[src/rtl/relay_station_mc.sv]
// Multi-channel relay station: LEVEL-deep write/credit pipelines feeding a per-channel FWFT FIFO.
// Optional RELAY_STATION_MC_WATERMARK_EN adds if_max_used, the per-channel peak occupancy since reset.
module relay_station_mc #(
    parameter int DATA_WIDTH = 32,
    parameter int CHANNELS   = 1,
    parameter int DEPTH      = 2,
    parameter int LEVEL      = 2,
    localparam int REAL_DEPTH = DEPTH + 2 * LEVEL,
    localparam int ADDR_WIDTH = (REAL_DEPTH > 2) ? $clog2(REAL_DEPTH) : 1,
    localparam int CNT_WIDTH  = $clog2(REAL_DEPTH + 1)
) (
    input  logic                           clk,
    input  logic                           reset,
    output logic [CHANNELS-1:0]            if_full_n,
    input  logic                           if_write_ce,
    input  logic [CHANNELS-1:0]            if_write,
    input  logic [CHANNELS*DATA_WIDTH-1:0] if_din,
    output logic [CHANNELS-1:0]            if_empty_n,
    input  logic                           if_read_ce,
    input  logic [CHANNELS-1:0]            if_read,
    output logic [CHANNELS*DATA_WIDTH-1:0] if_dout,
    output logic [CHANNELS*CNT_WIDTH-1:0]  if_used,
    output logic [CHANNELS-1:0]            if_overflow
`ifdef RELAY_STATION_MC_WATERMARK_EN
    ,
    output logic [CHANNELS*CNT_WIDTH-1:0]  if_max_used
`endif
);

    // Handshake: a word enters when if_write & if_write_ce (if_full_n is a LEVEL-delayed credit the
    // producer should honour); a word leaves when if_empty_n & if_read & if_read_ce, head on if_dout.
    localparam logic [CNT_WIDTH-1:0]  DEPTH_C = CNT_WIDTH'(DEPTH);
    localparam logic [CNT_WIDTH-1:0]  REAL_C  = CNT_WIDTH'(REAL_DEPTH);
    localparam logic [CNT_WIDTH-1:0]  CNT_ONE = CNT_WIDTH'(1);
    localparam logic [ADDR_WIDTH-1:0] LAST_C  = ADDR_WIDTH'(REAL_DEPTH - 1);
    localparam logic [ADDR_WIDTH-1:0] ADR_ONE = ADDR_WIDTH'(1);

    for (genvar c = 0; c < CHANNELS; c++) begin : g_ch
        logic [DATA_WIDTH-1:0] din;
        logic                  wr_req;
        logic                  fifo_full_n;
        logic                  arrive;
        logic [DATA_WIDTH-1:0] arrive_data;
        logic                  pop;
        logic                  push;
        logic [CNT_WIDTH-1:0]  used_q, used_d;
        logic [ADDR_WIDTH-1:0] wptr_q, wptr_d;
        logic [ADDR_WIDTH-1:0] rptr_q, rptr_d;
        logic                  ovf_q, ovf_d;
        logic [DATA_WIDTH-1:0] mem [REAL_DEPTH];

        assign din         = if_din[c*DATA_WIDTH +: DATA_WIDTH];
        assign wr_req      = if_write[c] & if_write_ce;
        assign fifo_full_n = (used_q < DEPTH_C);

        if (LEVEL > 0) begin : g_pipe
            logic [LEVEL-1:0]      v_q, v_d;
            logic [LEVEL-1:0]      f_q, f_d;
            logic [DATA_WIDTH-1:0] d_q [LEVEL];
            logic [DATA_WIDTH-1:0] d_d [LEVEL];

            always_comb begin
                v_d    = '0;
                f_d    = '0;
                v_d[0] = wr_req;
                f_d[0] = fifo_full_n;
                d_d[0] = din;
                for (int k = 1; k < LEVEL; k++) begin
                    v_d[k] = v_q[k-1];
                    f_d[k] = f_q[k-1];
                    d_d[k] = d_q[k-1];
                end
            end

            always_ff @(posedge clk or posedge reset) begin
                if (reset) begin
                    v_q <= '0;
                    f_q <= '1;
                    for (int k = 0; k < LEVEL; k++) d_q[k] <= '0;
                end else begin
                    v_q <= v_d;
                    f_q <= f_d;
                    for (int k = 0; k < LEVEL; k++) d_q[k] <= d_d[k];
                end
            end

            assign arrive       = v_q[LEVEL-1];
            assign arrive_data  = d_q[LEVEL-1];
            assign if_full_n[c] = f_q[LEVEL-1];
        end else begin : g_wire
            assign arrive       = wr_req;
            assign arrive_data  = din;
            assign if_full_n[c] = fifo_full_n;
        end

        // A pop frees the slot the arriving word needs, so push+pop at full is accepted.
        always_comb begin
            pop    = if_read[c] & if_read_ce & (used_q != '0);
            push   = arrive & ((used_q < REAL_C) | pop);
            used_d = used_q;
            wptr_d = wptr_q;
            rptr_d = rptr_q;
            ovf_d  = ovf_q;
            if (push) wptr_d = (wptr_q == LAST_C) ? '0 : wptr_q + ADR_ONE;
            if (pop)  rptr_d = (rptr_q == LAST_C) ? '0 : rptr_q + ADR_ONE;
            if (push && !pop)      used_d = used_q + CNT_ONE;
            else if (pop && !push) used_d = used_q - CNT_ONE;
            if (arrive && !push)   ovf_d  = 1'b1;
        end

        always_ff @(posedge clk or posedge reset) begin
            if (reset) begin
                used_q <= '0;
                wptr_q <= '0;
                rptr_q <= '0;
                ovf_q  <= 1'b0;
            end else begin
                used_q <= used_d;
                wptr_q <= wptr_d;
                rptr_q <= rptr_d;
                ovf_q  <= ovf_d;
            end
        end

        // Storage carries no reset; if_dout is only meaningful while if_empty_n is high.
        always_ff @(posedge clk) begin
            if (push) mem[wptr_q] <= arrive_data;
        end

        assign if_empty_n[c]                        = (used_q != '0);
        assign if_dout[c*DATA_WIDTH +: DATA_WIDTH]  = mem[rptr_q];
        assign if_used[c*CNT_WIDTH +: CNT_WIDTH]    = used_q;
        assign if_overflow[c]                       = ovf_q;

`ifdef RELAY_STATION_MC_WATERMARK_EN
        logic [CNT_WIDTH-1:0] max_q, max_d;

        always_comb begin
            max_d = max_q;
            if (used_q > max_q) max_d = used_q;
        end

        always_ff @(posedge clk or posedge reset) begin
            if (reset) max_q <= '0;
            else       max_q <= max_d;
        end

        assign if_max_used[c*CNT_WIDTH +: CNT_WIDTH] = max_q;
`endif
    end

endmodule

[config.mk]
export PLATFORM = sky130hd
export DESIGN_NAME = relay_station_mc
export DESIGN_NICKNAME = d
export VERILOG_FILES = /design/src/rtl/relay_station_mc.sv
export SDC_FILE = /design/constraint.sdc
export NUM_CORES = 1
export LEC_CHECK = 0
export ABC_AREA = 1
export CORE_MARGIN = 2
export CORE_UTILIZATION = 60
export DETAILED_ROUTE_END_ITERATION = 10
export DONT_BUFFER_PORTS = 1
export PLACE_DENSITY = 0.74
export SLEW_MARGIN = 20
export SYNTH_ARGS = -nofsm -noshare
export SYNTH_HDL_FRONTEND = slang
export SYNTH_SLANG_ARGS = --single-unit
[constraint.sdc]
create_clock -name clk -period 4.8 [get_ports clk]
set_input_delay 0.48 -clock clk [delete_from_list [all_inputs] [get_ports clk]]
set_output_delay 0.48 -clock clk [all_outputs]
set_load 0.01 [all_outputs]
Yosys cells after proc, flatten, opt, wreduce, memory -nomap -nowiden
Memories as Yosys holds them, arrays and structs flattened.
Index checks and enable logic that the tools add are counted.

storage, ports and cells
  bits in registers = 78
  memory bits (writable) = 192
  input bits = 38
  output and inout bits = 38
  logic and storage cells = 35
  memories = 1

memories
  name         words  bits a word  read ports  clocked after memory_dff  write ports  RTL line  source
  g_ch[0].mem  6      32           1           0                         1            50        logic [DATA_WIDTH-1:0] mem [REAL_DEPTH];

operators by class
  add/sub/neg operators = 4
  magnitude comparators = 2
  equality and inequality tests = 2
  multiplexer cells = 6
  bitwise gates (word level) = 5
  reductions and logical operators = 7

operators by type and width
  cell                                                                          count
  3-bit 2-to-1 mux                                                              4
  3-bit by 1-bit adder with 3-bit output, second input constant                 3
  3-bit == test, second input constant                                          2
  1-bit bitwise AND                                                             4
  1-bit logical AND                                                             3
  3-bit by 2-bit less-than comparator with 1-bit output, second input constant  1
  3-bit less-than comparator, second input constant                             1
  3-bit nonzero test                                                            1
  3-bit by 1-bit subtractor with 3-bit output, second input constant            1
  1-bit logical NOT                                                             2
  1-bit 2-to-1 mux                                                              2
  2-bit nonzero test                                                            1
  1-bit bitwise OR                                                              1

Depth between registers and ports, before layout
  word-level depth = 8
  gate-level depth with buffers = 11
  gate-level depth less buffers = 11

Worst setup path before layout
OpenSTA, ideal clock, no wires.

  path kind = input -> register
  start point = input if_read
  end point = memory g_ch[0].mem[4][0], enable pin
  library setup time = 0.461 ns
  arrival = 2.983 ns
  required time = 4.339 ns
  setup slack = 1.356 ns
  cell stages on the path = 4
  path buffers = 0
  cells stage by stage = nand2_1 -> nand3_1 -> nand2_1 -> nor3_1

between the ends
  longest elaborated chain between the ends = 6

ends and longest elaborated chain
  element                                 RTL line  source
  from (decl)                             20        input logic [CHANNELS-1:0] if_read,
  1-bit bitwise AND (2 in a row)          98        pop = if_read[c] & if_read_ce & (used_q != '0);
  1-bit bitwise OR                        99        push = arrive & ((used_q < REAL_C) | pop);
  1-bit bitwise AND                       99
  1-bit 2-to-1 mux                        127       if (push) mem[wptr_q] <= arrive_data;
  1-bit 2-to-1 mux (not written as such)  127
  to (decl)                               50

Every way passes these cells.

Worst setup path in the final report
  start point = register g_ch[0].rptr_q[1]
  end point = output if_dout[5]

between the ends
  longest elaborated chain between the ends = 1

ends and longest elaborated chain
  element                 RTL line  source
  from (decl)             48        logic [ADDR_WIDTH-1:0] rptr_q, rptr_d;
  from (signal assigned)  120       rptr_q <= rptr_d;
  memory read 6 x 32 bit  n/a
  to (decl)               21        output logic [CHANNELS*DATA_WIDTH-1:0] if_dout,

Every way passes these cells.

==> metrics.yaml <==
logic_synthesis:
  yosys.area.top_type: "edfxtp_1"
  synth_compound_area_share_pct: 1.76
  synth.area.top_cells: "edfxtp_1 (57%), dfrtp_1 (19%), nand2_1 (12%)"
  yosys_warnings: 0
  synth_commonest_cells: "nand2_1 (314), edfxtp_1 (192), inv_1 (81), dfrtp_1 (76), nor2_1 (70)"
  syn_nets: 894
  synth_simple_gate_area_share_pct: 16.3
  synth_edf_count: 192
  synthCells: 854
  synth_most_common_cell: "nand2_1"
  async_reset_ff_share_pct: 28.9
  synth_top_family_by_area: "simple AND/OR/NAND/NOR gates"
  synth_fa_ha_area_share_pct: 0.322
  synth.distinct_cells: 22
  synth_area_per_cell_um2: 11.8
  syn_area_mm2: 0.0101
  synth-xor-area-share_pct: 0.260
  ys_seq_area_share_pct: 76.3
  yosys-mux-area-fraction_pct: 0
  ys.flop_type: "edfxtp_1"
  ys_ff_latch: 270
  yosysTopAreaCellShare_pct: 57.0
sta:
  setup_viol: 0
  slew_headroom_pct: 33.6
  fmax_mhz: 319
  period_share_pct: 65.3
  slew_violations: 0
  fin_skew_ns: 0.0150
  rsz0062_at_grt: "false"
  hold_viol: 0
  fin_crit_ns: 3.13
  worst_pin_slew_ns: 0.996
  setup_tns_ns: 0
route:
  avgViaCountPerCell: 5.24
  wl_um: 19100
  drtIter0Drc: 577
  drc: 0
  ant_nets: 0
  firstDrtPassIters: 5
  wl_per_cell_um: 16.9
  via_count: 5912
die:
  fp-row-count: 47
  die_x_um: 134
  io_pins: 76
  die_h_um: 134
  dieArea_mm2: 0.0179
  core_mm2: 0.0165
  start_util_pct: 61.2
setup_path:
  start_kind: "flip-flop"
  critPathMostFrequentCell: "nand2_1"
  worstPathArrival_ns: 2.65
  crit_fanout: 36
  critPathSlowestCell: "dfrtp_2"
  cp_slowest_stage_delay_ns: 0.88
  worstSetupPathType: "flip-flop to output pin"
  cp-end-kind: "output pin"
  cp.required_ns: 4.32
  critical_path.cell_chain: "inv_1 -> buf_4 -> nand3_1 -> nand2_1 -> nand2_1 -> nand2_1"
cts:
  cts_tree: "done"
  clk_pin_slew_ns: 0.06
  cts_max_level: 1
  numCtsBuffers: 26
  root_buffer: "clkbuf_16"
  cts.repair.resized: 0
  cts.repair_timing.setup_buffer_count: 0
  clock_path_buffers: 3
  clkLatencyLatePin_ns: 0.52
  clock-sinks: 270
cells_and_area:
  utilization_pct: 69.7
  nNetsFinal: 928
  antenna_cells: 0
  fillCellCount: 1126
  drive_above_1_share_pct: 6.72
  synthToLayoutAreaGrowth_pct: 13.9
pwr:
  p_leak_nw: 4.89
  p_per_area_mw_per_mm2: 567
  ir_worst_vdd_uv: 369
  power_mw: 6.53
hold_path:
  hold_class: "input port to flip-flop"
grt:
  grt.overflow.total: 0
  antenna_found_initial: 0
  grt_first_pass_wirelength_um: 30400
  grt_pass1_vias: 5914
  grt_util_all_layers_pct: 21.8
  grt_start_max_net_pins: 99
flow_run:
  drv_cap: 0
placement:
  io_buffers: 0
  gpl.final_weighted_congestion: 0.749
  hpwlAfterDp_um: 10200
status:
  outcome: "finished, final reports clean"
## area by class of cell
class | instances | area (µm²) | share of cell area [%]
clock inverter | 4 | 23.8 | 0.206
inverter | 82 | 312 | 2.70
clock buffer | 44 | 842 | 7.31
timing repair buffer | 42 | 423 | 3.67
sequential | 270 | 7720 | 67.1
tap | 220 | 275 | 2.39
multi-input combinational | 466 | 1920 | 16.7
## path summary, 6_finish.rpt
check | slack, ns | from | endpoint | depth (start not counted)
worst max-delay path | 1.67 | g_ch[0].rptr_q[1] | if_dout[5] | 6
worst max register to register | 2.30 | if_used[1] | g_ch[0].mem[0][8] | 4
max in group asynchronous | 3.33 | reset | g_ch[0].rptr_q[0] | 3
min in group asynchronous | 0.47 | reset | g_ch[0].arrive_data[12] | 2
worst min register to register | 0.34 | g_ch[0].g_pipe.d_d[27] | g_ch[0].arrive_data[27] | 0
worst min-delay path | 0.07 | if_write_ce | g_ch[0].g_pipe.v_q[0] | 2
## critical path: cells and delay by family (launching register included)
family | cells | cell delay, ns
and+or+nand+nor | 4 | 0.39
buffers and inverters | 2 | 0.86
DFF | 1 | 0.88
## where the power goes
group | switching (mW) | internal (mW)
logic | 1.15 | 0.438
registers | 0.214 | 2.73
clock network | 0.810 | 1.19
total | 2.17 | 4.36
## cell families after synthesis
kind of cell / after synthesis
buffers and inverters: 118
DFF: 270
AOI/OAI and AO/OA: 35
adders and majority gates: 2
and+or+nand+nor: 426
xor gates and xnor gates: 3
## stage by stage
step	instances	setup slack, ns	hold WS (ns)	area (µm²)
2_1_floorplan	854	1.36	0.331	10100
3_3_place_gp	1045	2.27	0.333	10300
3_5_place_dp	1045	2.22	0.335	10300
4_1_cts	1126	1.64	0.0523	11500
5_1_grt	1128	1.43	0.0661	11500
6_report	1128	1.67	0.0689	11500
## cells in the final DEF, fill, tap and decap left out, drive strengths merged
master	instances
nor2	70
fa	1
nor3	3
dfstp	2
ha	1
clkinv	5
dfrtp	76
nand4	1
xor2	1
xnor2	2
edfxtp	192
a21oi	1
clkbuf	44
inv	81
o21ai	33
nand2	314
dlygate4sd3	33
nand3	38
o21bai	1
buf	9
## metal layers
metal,up-vias,part of all wire (%),global-route usage [%]
li1,2818,-,-
met1,2886,41,29.6
met2,177,51,36.7
met3,31,6.4,4.31
met4,0,1.7,5.85
met5,-,0,0
## what timing repair did
action / CTS / global route
endpoints found under the hold margin: 61 / 0
hold buffers: 33 / 0
setup endpoints to repair: 0 / 0
## registers in the layout, indices dropped and copies added, names as in the netlist
signal            cells
if_used               3
if_overflow           1
g_ch.arrive_data     32
g_ch.g_pipe.v_q       2
g_ch.rptr_q           3
g_ch.mem            192
g_ch.g_pipe.f_q       2
g_ch.g_pipe.d_d      32
g_ch.wptr_q           3
Power figures use the tool's default switching activity.
